`config.mk`:
```
export PLATFORM = sky130hd
export DESIGN_NAME = pc_sequencer
export DESIGN_NICKNAME = d
export VERILOG_FILES = /design/src/rtl/pc_sequencer_pkg.sv /design/src/rtl/pc_sequencer.sv
export SDC_FILE = /design/constraint.sdc
export NUM_CORES = 1
export LEC_CHECK = 0
export ABC_AREA = 1
export CORE_AREA = 2 2 100 102
export CTS_CLUSTER_DIAMETER = 30
export DETAILED_ROUTE_END_ITERATION = 7
export DIE_AREA = 0 0 102 104
export HOLD_SLACK_MARGIN = 0.15
export PLACE_DENSITY = 0.67
export SYNTH_ARGS = -nofsm -noshare
export SYNTH_HDL_FRONTEND = slang
export SYNTH_SLANG_ARGS = --single-unit
export TNS_END_PERCENT = 50
```
`constraint.sdc`:
```
create_clock -name clk -period 1.6 [get_ports clk]
set_input_delay 0.24 -clock clk [delete_from_list [all_inputs] [get_ports clk]]
set_output_delay 0.24 -clock clk [all_outputs]
set_load 0.05 [all_outputs]
```
`src/rtl/pc_sequencer_pkg.sv`:
```
// ---------------------------------------------------------------------------
// pc_sequencer_pkg
//
// Purpose: shared definitions for the fetch-stage next-PC sequencer.
//   - pc_seq_state_e : redirect-holding state encoding (IDLE / PEND)
//   - PC_STEP        : sequential fetch increment in bytes
//   - pc_seq_incr()  : sequential successor of a PC, modulo 2^32
// ---------------------------------------------------------------------------
package pc_sequencer_pkg;

  typedef enum logic {
    ST_IDLE = 1'b0,  // no redirect held
    ST_PEND = 1'b1   // pend_target_q holds a branch redirect awaiting release
  } pc_seq_state_e;

  localparam logic [31:0] PC_STEP = 32'd4;

  // Sequential successor; the 32-bit result wraps 'hFFFFFFFC to 0.
  function automatic logic [31:0] pc_seq_incr(input logic [31:0] pc_val);
    return pc_val + PC_STEP;
  endfunction

endpackage

```
`src/rtl/pc_sequencer.sv`:
```
// ---------------------------------------------------------------------------
// pc_sequencer
//
// Purpose: next-PC controller for the fetch stage. Each cycle it chooses the
// address the fetch PC register loads, in priority order: reset, exception
// entry, exception return, stall hold, branch redirect, held redirect,
// sequential fetch. A branch that resolves while fetch is stalled is held in
// pend_target_q and applied on the first unstalled cycle.
//
// Parameters:
//   ADDR_MIN      reset PC (must match the fetch stage)
//   ADDR_HANDLER  exception handler entry address
//
// Ports:
//   clk         in   system clock
//   reset       in   synchronous, active-high reset
//   pc          in   current fetch PC
//   stall       in   hazard stall, fetch holds
//   br_valid    in   taken branch/jump resolved in decode this cycle
//   br_target   in   redirect target, qualified by br_valid
//   exc_req     in   CP0 takes an exception/interrupt this cycle
//   eret_req    in   eret commits this cycle
//   epc         in   return address, qualified by eret_req
//   next_pc     out  value fetch PC loads at the next edge (combinational)
//   flush_f     out  kill the instruction currently in fetch
//   bd_f        out  instruction in fetch is a branch delay slot
//   pend_valid  out  a redirect is currently held
//
// Build option: define PC_SEQ_DELAY_SLOT_EN for MIPS delay-slot semantics
// (branches do not flush fetch, bd_f reports the delay slot). Without it,
// applying a branch redirect flushes fetch and bd_f is tied low.
// ---------------------------------------------------------------------------
module pc_sequencer
  import pc_sequencer_pkg::*;
#(
  parameter logic [31:0] ADDR_MIN     = 32'h0000_3000,
  parameter logic [31:0] ADDR_HANDLER = 32'h0000_4180
) (
  input  logic        clk,
  input  logic        reset,
  input  logic [31:0] pc,
  input  logic        stall,
  input  logic        br_valid,
  input  logic [31:0] br_target,
  input  logic        exc_req,
  input  logic        eret_req,
  input  logic [31:0] epc,
  output logic [31:0] next_pc,
  output logic        flush_f,
  output logic        bd_f,
  output logic        pend_valid
);

  pc_seq_state_e state_q, state_d;
  logic [31:0]   pend_target_q, pend_target_d;

  // Exception entry or return overrides any branch activity this cycle.
  logic kill;
  assign kill = exc_req | eret_req;

  // ---- state register ----
  always_ff @(posedge clk) begin
    if (reset) begin
      state_q       <= ST_IDLE;
      pend_target_q <= '0;
    end else begin
      state_q       <= state_d;
      pend_target_q <= pend_target_d;
    end
  end

  // ---- next-state logic ----
  always_comb begin
    state_d       = state_q;
    pend_target_d = pend_target_q;
    unique case (state_q)
      ST_IDLE: begin
        if (br_valid && stall && !kill) begin
          state_d       = ST_PEND;
          pend_target_d = br_target;
        end
      end
      ST_PEND: begin
        // Leaving PEND either applies the held target (!stall) or discards
        // it (exception/eret). Decode re-presents the same branch while
        // stalled, so refreshing the target is harmless.
        if (kill || !stall) begin
          state_d = ST_IDLE;
        end else if (br_valid) begin
          pend_target_d = br_target;
        end
      end
      default: state_d = ST_IDLE;
    endcase
  end

  // ---- output logic ----
  logic in_pend;
  assign in_pend    = (state_q == ST_PEND);
  assign pend_valid = in_pend;

  always_comb begin
    next_pc = pc_seq_incr(pc);
    if (reset) begin
      next_pc = ADDR_MIN;
    end else if (exc_req) begin
      next_pc = ADDR_HANDLER;
    end else if (eret_req) begin
      next_pc = epc;
    end else if (stall) begin
      next_pc = pc;
    end else if (br_valid) begin
      next_pc = br_target;
    end else if (in_pend) begin
      next_pc = pend_target_q;
    end
  end

  always_comb begin
    flush_f = 1'b0;
    bd_f    = 1'b0;
    if (!reset) begin
`ifdef PC_SEQ_DELAY_SLOT_EN
      // The fetch-stage instruction behind a branch is its delay slot and
      // always executes; only exception entry/return kill it.
      flush_f = kill;
      bd_f    = (br_valid | in_pend) & ~kill;
`else
      // A branch redirect is applied when it wins unstalled, or when a held
      // redirect is released; the wrong-path fetch is killed in both cases.
      flush_f = kill | (br_valid & ~stall) | (in_pend & ~stall);
      bd_f    = 1'b0;
`endif
    end
  end

endmodule

```
# Word-level counts from Yosys, hierarchy flattened

Cells that the tools add are included.

Logic and storage cells: 33
Register bits: 33
Output and inout port bits: 35
Input bits: 102

Equality and inequality tests: 3
Bitwise logic cells: 7
Reductions and logical operators: 6
Multiplexer cells: 14
$add $sub $neg: 1

Operators by type and width:

| kind                                                             | count |
|---|---|
| 32-bit two-way mux                                               | 9 |
| 32-bit one-hot mux with 2 select lines                           | 1 |
| 32-bit by 3-bit adder with 32-bit output (second input constant) | 1 |
| 2-bit != test (second input constant)                            | 3 |
| 1-bit two-way mux                                                | 3 |
| 1-bit bitwise OR                                                 | 3 |
| 3-bit AND reduction                                              | 1 |
| 1-bit AND                                                        | 2 |
| 1-bit logical AND                                                | 2 |
| 1-bit zero test                                                  | 2 |
| 1-bit inverter                                                   | 2 |
| 1-bit one-hot mux with 2 select lines                            | 1 |
| 1-bit logical OR                                                 | 1 |

# Depth between registers and ports, before layout

Word-level depth: 7
Gate-level depth with buffers: 11
Depth with buffers taken out: 11

# Least setup slack after synthesis

OpenSTA, ideal clock, no wires.

Kind: register to output
Start: register state_q, in the netlist pend_valid
End: output next_pc[14]
Arrival time: 2.092 ns
Stages on the path, launching flop included: 8
Slack: -0.732 ns
Buffers on the path: 1
Required time: 1.360 ns
Cell sequence: dfxtp_1 -> nand2_2 -> inv_2 -> buf_2 -> a21oi_1 -> nand2_1 -> nand2_1 -> a21oi_1

Word-level cells in the longest chain between the ends: 6

Ends and longest elaborated chain:

| what                   | RTL line            | source |
|---|---|---|
| from (decl)            | pc_sequencer.sv:54  | `pc_seq_state_e state_q, state_d;` |
| from (signal assigned) | pc_sequencer.sv:67  | `state_q <= state_d;` |
| 32-bit two-way mux     | pc_sequencer.sv:114 | `end else if (in_pend) begin` |
| 32-bit two-way mux     | pc_sequencer.sv:112 | `end else if (br_valid) begin` |
| 32-bit two-way mux     | pc_sequencer.sv:110 | `end else if (stall) begin` |
| 32-bit two-way mux     | pc_sequencer.sv:108 | `end else if (eret_req) begin` |
| 32-bit two-way mux     | pc_sequencer.sv:106 | `end else if (exc_req) begin` |
| 32-bit two-way mux     | pc_sequencer.sv:104 | `if (reset) begin` |
| to (decl)              | pc_sequencer.sv:48  | `output logic [31:0] next_pc,` |

Every way passes these cells.

# Final worst setup path

Start: register state_q, in the netlist pend_valid
End: output next_pc[7]

The elaborated chain is that of the path after synthesis.

==> flow_summary.yaml <==
status:
  status: "finished with violations"
  violations: "setup timing"
placed_design:
  place_area_sq_um: 6040
  place_ws_ns: -0.7057
  portBuffers: 135
  dpl.hpwl_mm: 11.42
  routabilityCongestion: 0.9135
worst_setup_path:
  arrival_ns: 1.62
  worstPathMaxFanout: 6
  rr_startpoint: "pend_valid"
  r2r-end: "pend_valid"
  start_kind: "register"
  reg2reg_slack_ns: 0.53
  worstSetupPathType: "reg -> out"
  endpoint_kind: "output pin"
  required_ns: 1.36
  rr_worst_depth: 5
route:
  wl_met3_um: 703
  drt_iter0_markers: 218
  wirelength_mm: 15.21
  vias: 4760
  top_layer_used: "met4"
  drc_errors: 0
  dr.pass1.iters: 5
  ant_nets: 0
  wl_per_cell_um: 16.50
  vias_per_cell: 5.163
  wl_met2_mm: 7.610
  wl_met1_mm: 6.749
finish:
  final_area_sq_um: 6857
  antenna_cells: 0
  fill_cells: 787
  drive_gt1_frac: 0.4360
  fin_nets: 891
  syn2layout_area_growth_pct: 109.6
clock_tree:
  clk_path_buf_depth: 2
  cts_tree: "done"
  cts-htree-levels: 2
  root_buffer: "clkbuf_8"
  path_clk_slew_ns: 0.06
  worstSkewPairLatency_ns: 0.28
  cts_sinks: 33
  numCtsBuffers: 5
timing:
  finalCritPeriodShare: 1.162
  rsz0062_at_grt: "true"
  setup_violations: 32
  fmax_mhz: 537.7
  maxSlewViolCount: 0
  hold_viol: 0
  skew_ns: 0
  fin_crit_ns: 1.860
  worst_slack_ns: -0.2597
floorplanning:
  fp.dieH_um: 104
  dieArea_sq_um: 10610
  pin_count: 137
  chipWidth_um: 102
  placementRows: 36
  initial_utilization: 0.3425
  core_sq_um: 9549
logic_synthesis:
  synth.most_common_cell: "nand2_1"
  yosysUniqueCellTypes: 33
  synth_area_leaders: "dfxtp_1 20%, a21oi_1 17%, nand2_1 17%"
  syn_area_per_cell_sq_um: 5.639
  synthArstFlopShare: 0
  synth-seq-cells: 33
  yosys-top-cells-count: "148 x nand2_1, 111 x a21oi_1, 78 x o21ai_0"
  yosys.area.top_type: "dfxtp_1"
  synth_top_area_frac: 0.2020
  syn_inst: 580
  synth-main-ff-cell: "dfxtp_1"
  synth-edff-count: 0
  ys_seq_area_frac: 0.2020
  syn_area_sq_um: 3271
  ys_warn_count: 0
  syn_nets: 683
power_and_ir_drop:
  peakVddDrop_mv: 0.5904
  p_per_area_nw_per_um2: 450.3
  power_leakage_uw: 0.002679
hold_path:
  hp-start: "pend_target_q[3]"
  hold_path_class: "reg -> reg"
  min_to: "pend_target_q[3]"
  min_path_cells: 2
job:
  maxCapViolCount: 0
global_routing:
  grt_overflow: 0
  grt_pass1_vias: 4812
  grt_max_degree: 34
  groute.usage.overall: 0.2816
  antenna_found_initial: 0
  grt_pass1_wl_mm: 23.99
worst max path at each step:
stage | endpoint | from | depth (start not counted) | slack [ns]
global route | next_pc[6] | pend_valid | 8 | -0.34
detailed placement | next_pc[20] | pc[2] | 11 | -0.71
CTS | next_pc[7] | pend_valid | 9 | -0.27
floorplan | next_pc[22] | pc[2] | 11 | -0.03
global placement | next_pc[14] | pc[2] | 12 | -0.67
finish | next_pc[7] | pend_valid | 9 | -0.26
routing by layer:
metal | global-route usage | vias to the layer above
met5 | 0 | -
met4 | 0.05714 | 0
met3 | 0.01949 | 15
met2 | 0.4779 | 148
met1 | 0.3898 | 2259
li1 | - | 2338
layout by cell type, fill, tap and decap left out, drive strengths merged:
cell type      netlist  final
nor3                 4      4
a21oi              115    115
clkbuf              21     11
o2111ai              1      1
dlygate4sd2          0      6
conb                 1      1
o22ai                8      8
nand3               18     18
dfxtp               33     33
clkdlybuf4s50        0     67
nor2                55     55
o211ai               1      1
or2                  1      1
ha                   1      1
buf                 13    151
xor2                 5      5
o21ai               80     80
clkdlybuf4s15        0      7
and2                 2      2
a31oi                2      2
a22o                 1      1
nand2              156    157
xnor2                3      3
nand3b               6      6
inv                 52     52
o31ai                1      1
what timing repair did:
action | 4_1_cts | 5_1_grt
resized for setup | 259 | 46
buffers inserted | 5 | 0
endpoints found under the setup margin | 53 | 33
hold buffers | 0 | 0
pin swaps | 88 | 49
gates cloned | 5 | 0
per-stage QoR:
step	instances	util	hold slack (ns)	power, uW	TNS (ns)
floorplan	580	-	0.3872	1529	-0.1910
global placement	905	0.6325	0.4363	2312	-27.99
detailed placement	905	0.6325	0.4420	2323	-29.14
CTS	923	0.7065	0.4570	3050	-6.373
global route	922	0.7180	0.4834	3226	-8.329
finish	922	0.7180	0.4600	3087	-6.230
cell type report:
type | instances | area, sq um | share of cell area
Clock buffer | 8 | 80.08 | 0.01168
Inverter | 52 | 205.2 | 0.02993
Multi-Input combinational cell | 462 | 3226 | 0.4704
Sequential cell | 33 | 664.4 | 0.09690
Tap cell | 133 | 166.4 | 0.02427
Timing Repair Buffer | 234 | 2515 | 0.3668
registers in the layout, summed over array words and instances (netlist names):
name,count
pend_target_q,32
pend_valid,1
critical path, cell delays in order (launching register included):
cell and delay, ns:
dfxtp_4 0.37, nand2_4 0.11, inv_8 0.05, buf_12 0.13, a22o_4 0.23, nor2_4 0.10
nand2_2 0.06, nand2_2 0.07, a21oi_4 0.06, buf_12 0.15
cell families after synthesis:
| kind of cell | share of synthesized area |
|---|---|
| compound gates | 0.3321 |
| xor+xnor | 0.02142 |
| fa+ha+maj | 0.003825 |
| buf+inv | 0.1044 |
| flops | 0.2020 |
| other cells | 0.001147 |
| simple gates | 0.3351 |
report_power, final:
| group | total, uW | switching, uW | internal (uW) |
|---|---|---|---|
| clock network | 586 | 277 | 309 |
| logic | 1650 | 881 | 766 |
| registers | 854 | 8.75 | 845 |
| total | 3090 | 1170 | 1920 |
(Power assumes the default switching activity.)
